`src/rtl/gpu_flash_pkg.sv`:
```
// gpu_flash_pkg: shared state encoding, op codes and timing defaults for the flash arbiter
package gpu_flash_pkg;
   localparam int CNT_W = 10;
   localparam int DEF_ADDR_W = 20;
   localparam int DEF_RD_WAIT = 4;
   localparam int DEF_WR_PULSE = 3;
   localparam int DEF_RST_PULSE = 8;
   localparam int DEF_BUSY_TMO = 1023;
   typedef enum logic [2:0] {
      S_IDLE, S_RD, S_WR, S_WR_BUSY, S_RST, S_RST_BUSY, S_DONE
   } state_e;
   typedef enum logic [1:0] {
      OP_RD = 2'b00, OP_WR = 2'b01, OP_RST = 2'b10, OP_BAD = 2'b11
   } op_e;
   function automatic state_e op_state(op_e op);
      return op == OP_RD ? S_RD : op == OP_WR ? S_WR : op == OP_RST ? S_RST : S_DONE;
   endfunction
endpackage

```
`src/rtl/flash_rr_arb.sv`:
```
// flash_rr_arb: two-requester round-robin grant, host wins the first tie after reset
module flash_rr_arb (
   input  logic clk,
   input  logic rst,
   input  logic req_host,
   input  logic req_glyph,
   input  logic take,
   output logic gnt_host,
   output logic gnt_glyph
);
   logic last_grant_q, last_grant_d;
   always_comb begin
      gnt_host = req_host & (~req_glyph | last_grant_q);
      gnt_glyph = req_glyph & ~gnt_host;
      last_grant_d = (take && (gnt_host || gnt_glyph)) ? gnt_glyph : last_grant_q;
   end
   always_ff @(posedge clk) begin
      if (rst) last_grant_q <= 1'b1;
      else last_grant_q <= last_grant_d;
   end
endmodule

```
`src/rtl/flash_arb.sv`:
```
// flash_arb: arbitrates host and glyph ports onto a parallel NOR flash with read/write/reset timing
module flash_arb
   import gpu_flash_pkg::*;
#(
   parameter int ADDR_W = DEF_ADDR_W,
   parameter int RD_WAIT = DEF_RD_WAIT,
   parameter int WR_PULSE = DEF_WR_PULSE,
   parameter int RST_PULSE = DEF_RST_PULSE,
   parameter int BUSY_TMO = DEF_BUSY_TMO
) (
   input  logic              clk,
   input  logic              rst,
   input  logic              hostReq,
   input  logic [1:0]        hostOp,
   input  logic [ADDR_W-1:0] hostAddr,
   input  logic [7:0]        hostWData,
   output logic              hostAck,
   output logic [7:0]        hostRData,
   output logic              hostErr,
   input  logic              glyphReq,
   input  logic [ADDR_W-1:0] glyphAddr,
   output logic              glyphAck,
   output logic [7:0]        glyphRData,
   output logic [ADDR_W-1:0] flashAddr,
   output logic [7:0]        flashDout,
   output logic              flashDoutEn,
   input  logic [7:0]        flashDin,
   output logic              flashCe_n,
   output logic              flashOe_n,
   output logic              flashWe_n,
   output logic              flashRst_n,
   input  logic              flashRdy,
   output logic              busy
);
   state_e state_q, state_d;
   logic [CNT_W-1:0] cnt_q, cnt_d;
   logic [ADDR_W-1:0] addr_q, addr_d;
   logic [7:0] wdata_q, wdata_d, host_rdata_q, host_rdata_d, glyph_rdata_q, glyph_rdata_d;
   logic sel_q, sel_d, err_q, err_d;
   logic host_ack_q, host_ack_d, glyph_ack_q, glyph_ack_d, host_err_q, host_err_d;
   logic ce_n_q, ce_n_d, oe_n_q, oe_n_d, we_n_q, we_n_d, rst_n_q, rst_n_d, dout_en_q, dout_en_d;
   logic gnt_host, gnt_glyph;
   op_e op_d;
   // a port whose ack is showing this cycle is masked so the held req is not re-granted
   flash_rr_arb u_rr (
      .clk      (clk),
      .rst      (rst),
      .req_host (hostReq & ~host_ack_q),
      .req_glyph(glyphReq & ~glyph_ack_q),
      .take     (state_q == S_IDLE),
      .gnt_host (gnt_host),
      .gnt_glyph(gnt_glyph)
   );
   always_comb begin
      state_d = state_q;
      addr_d = addr_q;
      wdata_d = wdata_q;
      sel_d = sel_q;
      err_d = err_q;
      host_rdata_d = host_rdata_q;
      glyph_rdata_d = glyph_rdata_q;
      op_d = gnt_glyph ? OP_RD : op_e'(hostOp);
      case (state_q)
         S_IDLE: if (gnt_host || gnt_glyph) begin
            sel_d = gnt_glyph;
            addr_d = gnt_glyph ? glyphAddr : hostAddr;
            wdata_d = gnt_glyph ? wdata_q : hostWData;
            err_d = op_d == OP_BAD;
            state_d = op_state(op_d);
         end
         S_RD: if (cnt_q == '0) begin
            host_rdata_d = sel_q ? host_rdata_q : flashDin;
            glyph_rdata_d = sel_q ? flashDin : glyph_rdata_q;
            state_d = S_DONE;
         end
         S_WR: state_d = cnt_q == '0 ? S_WR_BUSY : S_WR;
         S_RST: state_d = cnt_q == '0 ? S_RST_BUSY : S_RST;
         S_WR_BUSY, S_RST_BUSY: if (flashRdy || cnt_q == '0) begin
            err_d = ~flashRdy;
            state_d = S_DONE;
         end
         default: state_d = S_IDLE;
      endcase
      // reload on every state entry, otherwise count down and stick at zero
      cnt_d = state_d == state_q ? cnt_q - CNT_W'(cnt_q != '0) :
              state_d == S_RD ? CNT_W'(RD_WAIT - 1) :
              state_d == S_WR ? CNT_W'(WR_PULSE - 1) :
              state_d == S_RST ? CNT_W'(RST_PULSE - 1) :
              (state_d == S_WR_BUSY || state_d == S_RST_BUSY) ? CNT_W'(BUSY_TMO - 1) : '0;
      host_ack_d = state_q == S_DONE && !sel_q;
      glyph_ack_d = state_q == S_DONE && sel_q;
      host_err_d = state_q == S_DONE && !sel_q && err_q;
      ce_n_d = !(state_d == S_RD || state_d == S_WR);
      oe_n_d = state_d != S_RD;
      we_n_d = state_d != S_WR;
      dout_en_d = state_d == S_WR;
      rst_n_d = state_d != S_RST;
   end
   always_ff @(posedge clk) begin
      if (rst) begin
         state_q <= S_IDLE;
         cnt_q <= '0;
         addr_q <= '0;
         wdata_q <= '0;
         sel_q <= 1'b0;
         err_q <= 1'b0;
         host_rdata_q <= '0;
         glyph_rdata_q <= '0;
         host_ack_q <= 1'b0;
         glyph_ack_q <= 1'b0;
         host_err_q <= 1'b0;
         ce_n_q <= 1'b1;
         oe_n_q <= 1'b1;
         we_n_q <= 1'b1;
         rst_n_q <= 1'b1;
         dout_en_q <= 1'b0;
      end else begin
         state_q <= state_d;
         cnt_q <= cnt_d;
         addr_q <= addr_d;
         wdata_q <= wdata_d;
         sel_q <= sel_d;
         err_q <= err_d;
         host_rdata_q <= host_rdata_d;
         glyph_rdata_q <= glyph_rdata_d;
         host_ack_q <= host_ack_d;
         glyph_ack_q <= glyph_ack_d;
         host_err_q <= host_err_d;
         ce_n_q <= ce_n_d;
         oe_n_q <= oe_n_d;
         we_n_q <= we_n_d;
         rst_n_q <= rst_n_d;
         dout_en_q <= dout_en_d;
      end
   end
   assign hostAck = host_ack_q;
   assign hostErr = host_err_q;
   assign hostRData = host_rdata_q;
   assign glyphAck = glyph_ack_q;
   assign glyphRData = glyph_rdata_q;
   assign flashAddr = addr_q;
   assign flashDout = wdata_q;
   assign flashDoutEn = dout_en_q;
   assign flashCe_n = ce_n_q;
   assign flashOe_n = oe_n_q;
   assign flashWe_n = we_n_q;
   assign flashRst_n = rst_n_q;
   assign busy = state_q != S_IDLE;
endmodule
```
`config.mk`:
```
export PLATFORM = sky130hd
export DESIGN_NAME = flash_arb
export DESIGN_NICKNAME = d
export VERILOG_FILES = /design/src/rtl/gpu_flash_pkg.sv /design/src/rtl/flash_rr_arb.sv /design/src/rtl/flash_arb.sv
export SDC_FILE = /design/constraint.sdc
export NUM_CORES = 1
export LEC_CHECK = 0
export BUFFER_PORTS_ARGS = -buffer_cell sky130_fd_sc_hd__buf_2
export CORE_ASPECT_RATIO = 1.4
export CORE_MARGIN = 4
export CORE_UTILIZATION = 52
export CTS_BUF_LIST = sky130_fd_sc_hd__clkbuf_16
export DETAILED_ROUTE_END_ITERATION = 10
export PLACE_DENSITY_LB_ADDON = 0.25
export SETUP_SLACK_MARGIN = 0.5
export SLEW_MARGIN = 20
export SYNTH_ARGS = -nofsm -noshare
export SYNTH_HDL_FRONTEND = slang
export SYNTH_SLANG_ARGS = --single-unit
export TNS_END_PERCENT = 50
```
`constraint.sdc`:
```
create_clock -name clk -period 5.9 [get_ports clk]
set_input_delay 0.885 -clock clk [delete_from_list [all_inputs] [get_ports clk]]
set_output_delay 0.885 -clock clk [all_outputs]
set_load 0.1 [all_outputs]
```
# Word level (Yosys, flattened, before mapping)
# Index checks and enable logic that the tools add are counted.
[totals] reg_bits=68 latch_bits=0 ramBits=0 romBits=0 in_bits=63 output_inout_bits=53 elab_cells=91 n_memories=0
[classes] add_sub_neg=1 multipliers=0 div=0 magnitude_cmp=0 n_eq_ne=20 shift=0 n_mux=19 bitwise_logic=12 reduce_logical=22
[op_table] op="10-bit 2-to-1 mux" n=5
[op_table] op="20-bit 2-to-1 mux" n=1
[op_table] op="3-bit equality test (second input constant)" n=5
[op_table] op="3-bit 2-to-1 mux" n=5
[op_table] op="3-bit one-hot mux with 5 select lines" n=1
[op_table] op="3-bit by 2-bit equality test with 1-bit output (second input constant)" n=4
[op_table] op="3-bit AND reduction" n=4
[op_table] op="10-bit zero test" n=1
[op_table] op="10-bit nonzero test" n=1
[op_table] op="10-bit by 1-bit subtractor with 10-bit output" n=1
[op_table] op="1-bit NOT" n=7
[op_table] op="3-bit by 1-bit equality test with 1-bit output (second input constant)" n=2
[op_table] op="1-bit AND" n=4
[op_table] op="2-bit equality test (second input constant)" n=2
[op_table] op="1-bit logical AND" n=4
[op_table] op="1-bit logical OR" n=4
[op_table] op="1-bit 2-to-1 mux" n=4
[op_table] op="2-bit 2-to-1 mux" n=2
[op_table] op="2-bit inequality test (second input constant)" n=2
[op_table] op="3-bit equality test" n=1
[op_table] op="3-bit zero test" n=1
[op_table] op="3-bit by 1-bit inequality test with 1-bit output (second input constant)" n=1
[op_table] op="3-bit by 2-bit inequality test with 1-bit output (second input constant)" n=1
[op_table] op="3-bit inequality test (second input constant)" n=1
[op_table] op="9 further kinds" n=10

# Longest topological paths before layout
[logic_depth] word_depth=21 ltp_mapped=12 mapped_depth_nobuf=11

# Modules after synthesis
# From an unflattened synthesis, not the netlist that was laid out.
[unflattened] hier_cells=325 hier_area_um2=3007.9
[by_module_without_submodules] mod="flash_arb" instances=1 cells_each=318 area_each_um2=2946.6 seq_area_each_um2=1341.3
[by_module_without_submodules] mod="flash_rr_arb" instances=1 cells_each=7 area_each_um2=61.3 seq_area_each_um2=20.0

# Worst setup path before layout
# OpenSTA, ideal clock, no wires.
[synth_timing] path_type="register -> register" start="reg host_ack_q (netlist: hostAck)" end="reg cnt_q[3]" setup_time_ns=0.071 arrival_time_ns=2.364 t_required_ns=5.829 setup_slack_ns=3.465 path_stages_with_launch=8 path_buffers=1 synth_period_minus_slack_ns=2.435 path_cell_list="dfxtp_1 and2b_1 o21ai_1 a21oi_1 o31ai_2 buf_6 o21ai_0 a21oi_1"
[synth_via] elab_chain_cells=19 elab_cells_between_ends=27 classes_between="8 x eq/ne; 11 x mux; 5 x bitwise; 3 x reduce/logical"
[synth_lines] item="start: declaration" line="flash_arb.sv:40" text="logic host_ack_q, host_ack_d, glyph_ack_q, glyph_ack_d, host_err_q, host_err_d;"
[synth_lines] item="start signal: assignment" line="flash_arb.sv:126" text="host_ack_q <= host_ack_d;"
[synth_lines] item="1-bit NOT (*)" line="flash_arb.sv:48" text=".req_host (hostReq & ~host_ack_q),"
[synth_lines] item="1-bit AND (*)" line="flash_arb.sv:48"
[synth_lines] item="1-bit AND (*)" line="flash_rr_arb.sv:13" text="gnt_host = req_host & (~req_glyph | last_grant_q);"
[synth_lines] item="1-bit NOT" line="flash_rr_arb.sv:14" text="gnt_glyph = req_glyph & ~gnt_host;"
[synth_lines] item="1-bit AND" line="flash_rr_arb.sv:14"
[synth_lines] item="2-bit 2-to-1 mux" line="flash_arb.sv:62" text="op_d = gnt_glyph ? OP_RD : op_e'(hostOp);"
[synth_lines] item="2-bit equality test" line="gpu_flash_pkg.sv:16" text="return op == OP_RD ? S_RD : op == OP_WR ? S_WR : op == OP_RST ? S_RST : S_DONE;"
[synth_lines] item="2-bit 2-to-1 mux" line="gpu_flash_pkg.sv:16"
[synth_lines] item="[... 3 more ...]"
[synth_lines] item="3-bit one-hot mux with 5 select lines (*)" line="flash_arb.sv:63" text="case (state_q)"
[synth_lines] item="3-bit by 2-bit equality test with 1-bit output / 3-bit equality test (equally long branches)" line="flash_arb.sv:89" text="(state_d == S_WR_BUSY || state_d == S_RST_BUSY) ? CNT_W'(BUSY_TMO - 1) : '0;"
[synth_lines] item="1-bit logical OR" line="flash_arb.sv:89"
[synth_lines] item="10-bit 2-to-1 mux" line="flash_arb.sv:89"
[synth_lines] item="10-bit 2-to-1 mux" line="flash_arb.sv:88" text="state_d == S_RST ? CNT_W'(RST_PULSE - 1) :"
[synth_lines] item="10-bit 2-to-1 mux" line="flash_arb.sv:87" text="state_d == S_WR ? CNT_W'(WR_PULSE - 1) :"
[synth_lines] item="10-bit 2-to-1 mux" line="flash_arb.sv:86" text="state_d == S_RD ? CNT_W'(RD_WAIT - 1) :"
[synth_lines] item="10-bit 2-to-1 mux (*)" line="flash_arb.sv:85" text="cnt_d = state_d == state_q ? cnt_q - CNT_W'(cnt_q != '0) :"
[synth_lines] item="end signal: assignment" line="flash_arb.sv:119" text="cnt_q <= cnt_d;"
[synth_lines] item="end: declaration" line="flash_arb.sv:36" text="logic [CNT_W-1:0] cnt_q, cnt_d;"
# Mark *: on every way between the ends. The rest lies on a longest branch, timed or not.
# A chain may end at the register's enable or synchronous reset.

# Final worst setup path
[layout_timing] start="in hostReq" end="reg cnt_q[3]"
[layout_via] elab_chain_cells=18 elab_cells_between_ends=26 classes_between="8 x eq/ne; 11 x mux; 4 x bitwise; 3 x reduce/logical"
[layout_lines] item="start: declaration" line="flash_arb.sv:13" text="input logic hostReq,"
[layout_lines] item="1-bit AND (*)" line="flash_arb.sv:48"
[layout_lines] item="1-bit AND (*)" line="flash_rr_arb.sv:13"
[layout_lines] item="1-bit NOT" line="flash_rr_arb.sv:14"
[layout_lines] item="1-bit AND" line="flash_rr_arb.sv:14"
[layout_lines] item="2-bit 2-to-1 mux" line="flash_arb.sv:62"
[layout_lines] item="2-bit equality test" line="gpu_flash_pkg.sv:16"
[layout_lines] item="2-bit 2-to-1 mux" line="gpu_flash_pkg.sv:16"
[layout_lines] item="3-bit 2-to-1 mux (2 in a row)" line="gpu_flash_pkg.sv:16"
[layout_lines] item="3-bit 2-to-1 mux (*)" line="flash_arb.sv:64" text="S_IDLE: if (gnt_host || gnt_glyph) begin"
[layout_lines] item="3-bit one-hot mux with 5 select lines (*)" line="flash_arb.sv:63"
[layout_lines] item="3-bit by 2-bit equality test with 1-bit output / 3-bit equality test (equally long branches)" line="flash_arb.sv:89"
[layout_lines] item="1-bit logical OR" line="flash_arb.sv:89"
[layout_lines] item="10-bit 2-to-1 mux" line="flash_arb.sv:89"
[layout_lines] item="10-bit 2-to-1 mux" line="flash_arb.sv:88"
[layout_lines] item="10-bit 2-to-1 mux" line="flash_arb.sv:87"
[layout_lines] item="10-bit 2-to-1 mux" line="flash_arb.sv:86"
[layout_lines] item="10-bit 2-to-1 mux (*)" line="flash_arb.sv:85"
# Marked as above.

==> impl_metrics.json <==
{
  "synth_cells": 310,
  "clk_pin_slew_ns": 0.06,
  "fin_nets": 484,
  "grt_pass1_vias": 2599,
  "grt_use_total": 0.200,
  "cp_data_required_time_ns": 6.15,
  "crit_path_start_kind": "primary input",
  "grt_pass1_wl_um": 11100,
  "syn-cell-area_mm2": 0.00294,
  "htreeDepth": 3,
  "gp_congestion": 0.787,
  "crit_family": "compound AO/OA/AOI/OAI gates",
  "numPlacedInstances": 476,
  "fin_setup_tns_ns": 0,
  "slew_violations": 0,
  "pre_cts_ws_ns": 2.26,
  "final_antenna_net_count": 0,
  "cts_hold_buffers": 0,
  "fin_skew_ns": 0.00450,
  "fp.coreArea_mm2": 0.00549,
  "cts-root-buf": "clkbuf_16",
  "synth_edf_count": 0,
  "area_growth_pct": 30.7,
  "status": "completed",
  "antenna_found_initial": 0,
  "slowest_delay_ns": 0.86,
  "port_buffers": 115,
  "insertion_delay_ns": 0.33,
  "via_per_inst": 5.22,
  "end_kind": "flop",
  "cts_resized": 0,
  "drcViolationCount": 0,
  "dp_hpwl_um": 4900,
  "setup.worst_path.start": "hostReq",
  "diodes": 0,
  "fin_ws_ns": 2.58,
  "die_area_mm2": 0.00693,
  "crit_type": "primary input to flop",
  "cts_setup_buffers": 0,
  "finalCritPeriodShare": 0.562,
  "synth_cell_type_count": 50,
  "dpl_cell_area_mm2": 0.00352,
  "min_from": "glyphRData[0]$_SDFFE_PP0P_",
  "async_reset_ff_frac": 0,
  "timing.critical_path.arrival_ns": 3.57,
  "overflow": 0,
  "wl_um": 6670,
  "cts_made_buffers": 9,
  "cp_cell_sequence": "buf_2, and2b_1, a21o_1, a21oi_1, o31ai_2, o21ai_0, a21oi_1",
  "relSlewSlack": 0.297,
  "wire_per_inst_um": 13.6,
  "ys.flop_type": "dfxtp_1",
  "final_cells": 492,
  "final_area_mm2": 0.00384,
  "timing.critical_path.mode_cell": "a21oi_1",
  "r2r_start": "hostAck$_SDFF_PP0_",
  "dr.pass1.iters": 4,
  "cts_tree": "yes",
  "ctsLongestPathBuffers": 2,
  "drive_gt1_frac": 0.340,
  "worstMarginPinSlew_ns": 1.05,
  "min_period_ns": 3.32,
  "via_count": 2568,
  "avgSynthCellArea_um2": 9.47,
  "initial_utilization": 0.535,
  "dieHeight_um": 96.9,
  "grt_max_degree": 65,
  "ys_seq_area_frac": 0.464,
  "cts.sinks": 68,
  "hold_viol": 0,
  "hold_path.class": "flop to flop",
  "ys_seq_elements": 68,
  "path_buf_inv": 1,
  "rows": 32,
  "rsz0062_at_grt": "false",
  "drv_cap": 0,
  "io_pins": 116,
  "setup_viol": 0,
  "synthesis.nets": 375,
  "ys_warn_count": 0,
  "crit_path_max_fanout": 23,
  "max_freq_mhz": 302,
  "die_x_um": 71.5,
  "cp_slowest_cell": "a21o_1",
  "drt_iter0_drc": 145
}
-- layout by cell type, fill, tap and decap left out, types with 3 or more instances in the layout --
master     instances
clkbuf_16          9
nor3_2             3
a21oi_1           11
o21ai_0            4
nand2b_1           4
dfxtp_1           68
xnor2_1            6
xor2_1             3
mux2i_1           44
buf_2            115
nor3_1             3
a211oi_1          20
nor2b_1            6
nand2_1            9
nor2_1            65
inv_1              5
-- sequential cells by signal, indices dropped and copies added, names as in the netlist, 3 cells and up --
signal / count
cnt_q: 10
flashAddr: 20
glyphRData: 8
flashDout: 8
hostRData: 8
state_q: 3
-- synthesized netlist by cell type (all sizes together) (2+ instances only) --
master / number / area (um2)
o2111ai: 2 / 17.5
a21oi: 12 / 63.8
xor2: 3 / 26.3
nand2: 9 / 33.8
nor4: 2 / 12.5
a211o: 2 / 17.5
nand3: 2 / 10.0
mux2i: 44 / 440
nor3: 7 / 61.3
inv: 5 / 21.3
nand2b: 4 / 25.0
clkbuf: 11 / 41.3
and3: 2 / 12.5
ha: 2 / 25.0
buf: 8 / 51.3
a211oi: 20 / 150
nor2: 67 / 254
xnor2: 6 / 52.6
dfxtp: 68 / 1360
o21ai: 5 / 25.0
nor4b: 2 / 17.5
nor2b: 6 / 37.5
a31oi: 2 / 12.5
-- cells by family after synthesis --
| kind of cell | Yosys count | share of synthesized area |
|---|---|---|
| buffers and inverters | 24 | 0.0388 |
| and+or+nand+nor | 110 | 0.180 |
| xor gates and xnor gates | 9 | 0.0269 |
| DFF | 68 | 0.464 |
| AOI/OAI and AO/OA | 53 | 0.132 |
| adders and majority gates | 2 | 0.00852 |
| muxes | 44 | 0.150 |
-- tightest hold or removal path: cells and delay by family, from the launching register on --
family,cells,cell delay [ns]
DFF,1,0.32
and+or+nand+nor,1,0.07
muxes,1,0.06
-- final cells by class --
type / count / area [um2]
sequential: 68 / 1360
tap: 68 / 85.1
inverter: 5 / 21.3
clock inverter: 7 / 90.1
multi-input combinational: 218 / 1460
timing repair buffer: 117 / 591
fill: 426 / 1650
clock buffer: 9 / 225
-- stage by stage --
stage,utilization,hold slack (ns)
floorplan,-,0.431
detailed placement,0.642,0.480
global route,0.699,0.509
CTS,0.699,0.493
global placement,0.642,0.469
finish,0.699,0.487
-- path summary, 6_finish.rpt --
kind	to	slack [ns]	cells after the start
max	cnt_q[3]$_SDFF_PP0_	2.58	7
min reg2reg	glyphRData[0]$_SDFFE_PP0P_	0.49	2
max reg2reg	cnt_q[3]$_SDFF_PP0_	2.86	6
min	glyphRData[0]$_SDFFE_PP0P_	0.49	2
-- layer usage --
metal / wire, um / vias up / GRT usage / share of wire
met5: 0 / - / 0 / 0
met4: 159 / 0 / 0.104 / 0.024
met3: 507 / 15 / 0.0686 / 0.076
met2: 3550 / 86 / 0.350 / 0.53
met1: 2460 / 1165 / 0.205 / 0.37
li1: - / 1302 / - / -
Power is left out: the tool's default activity adds up to more than one toggle a clock period on the data nets, which glitch-free logic cannot reach.
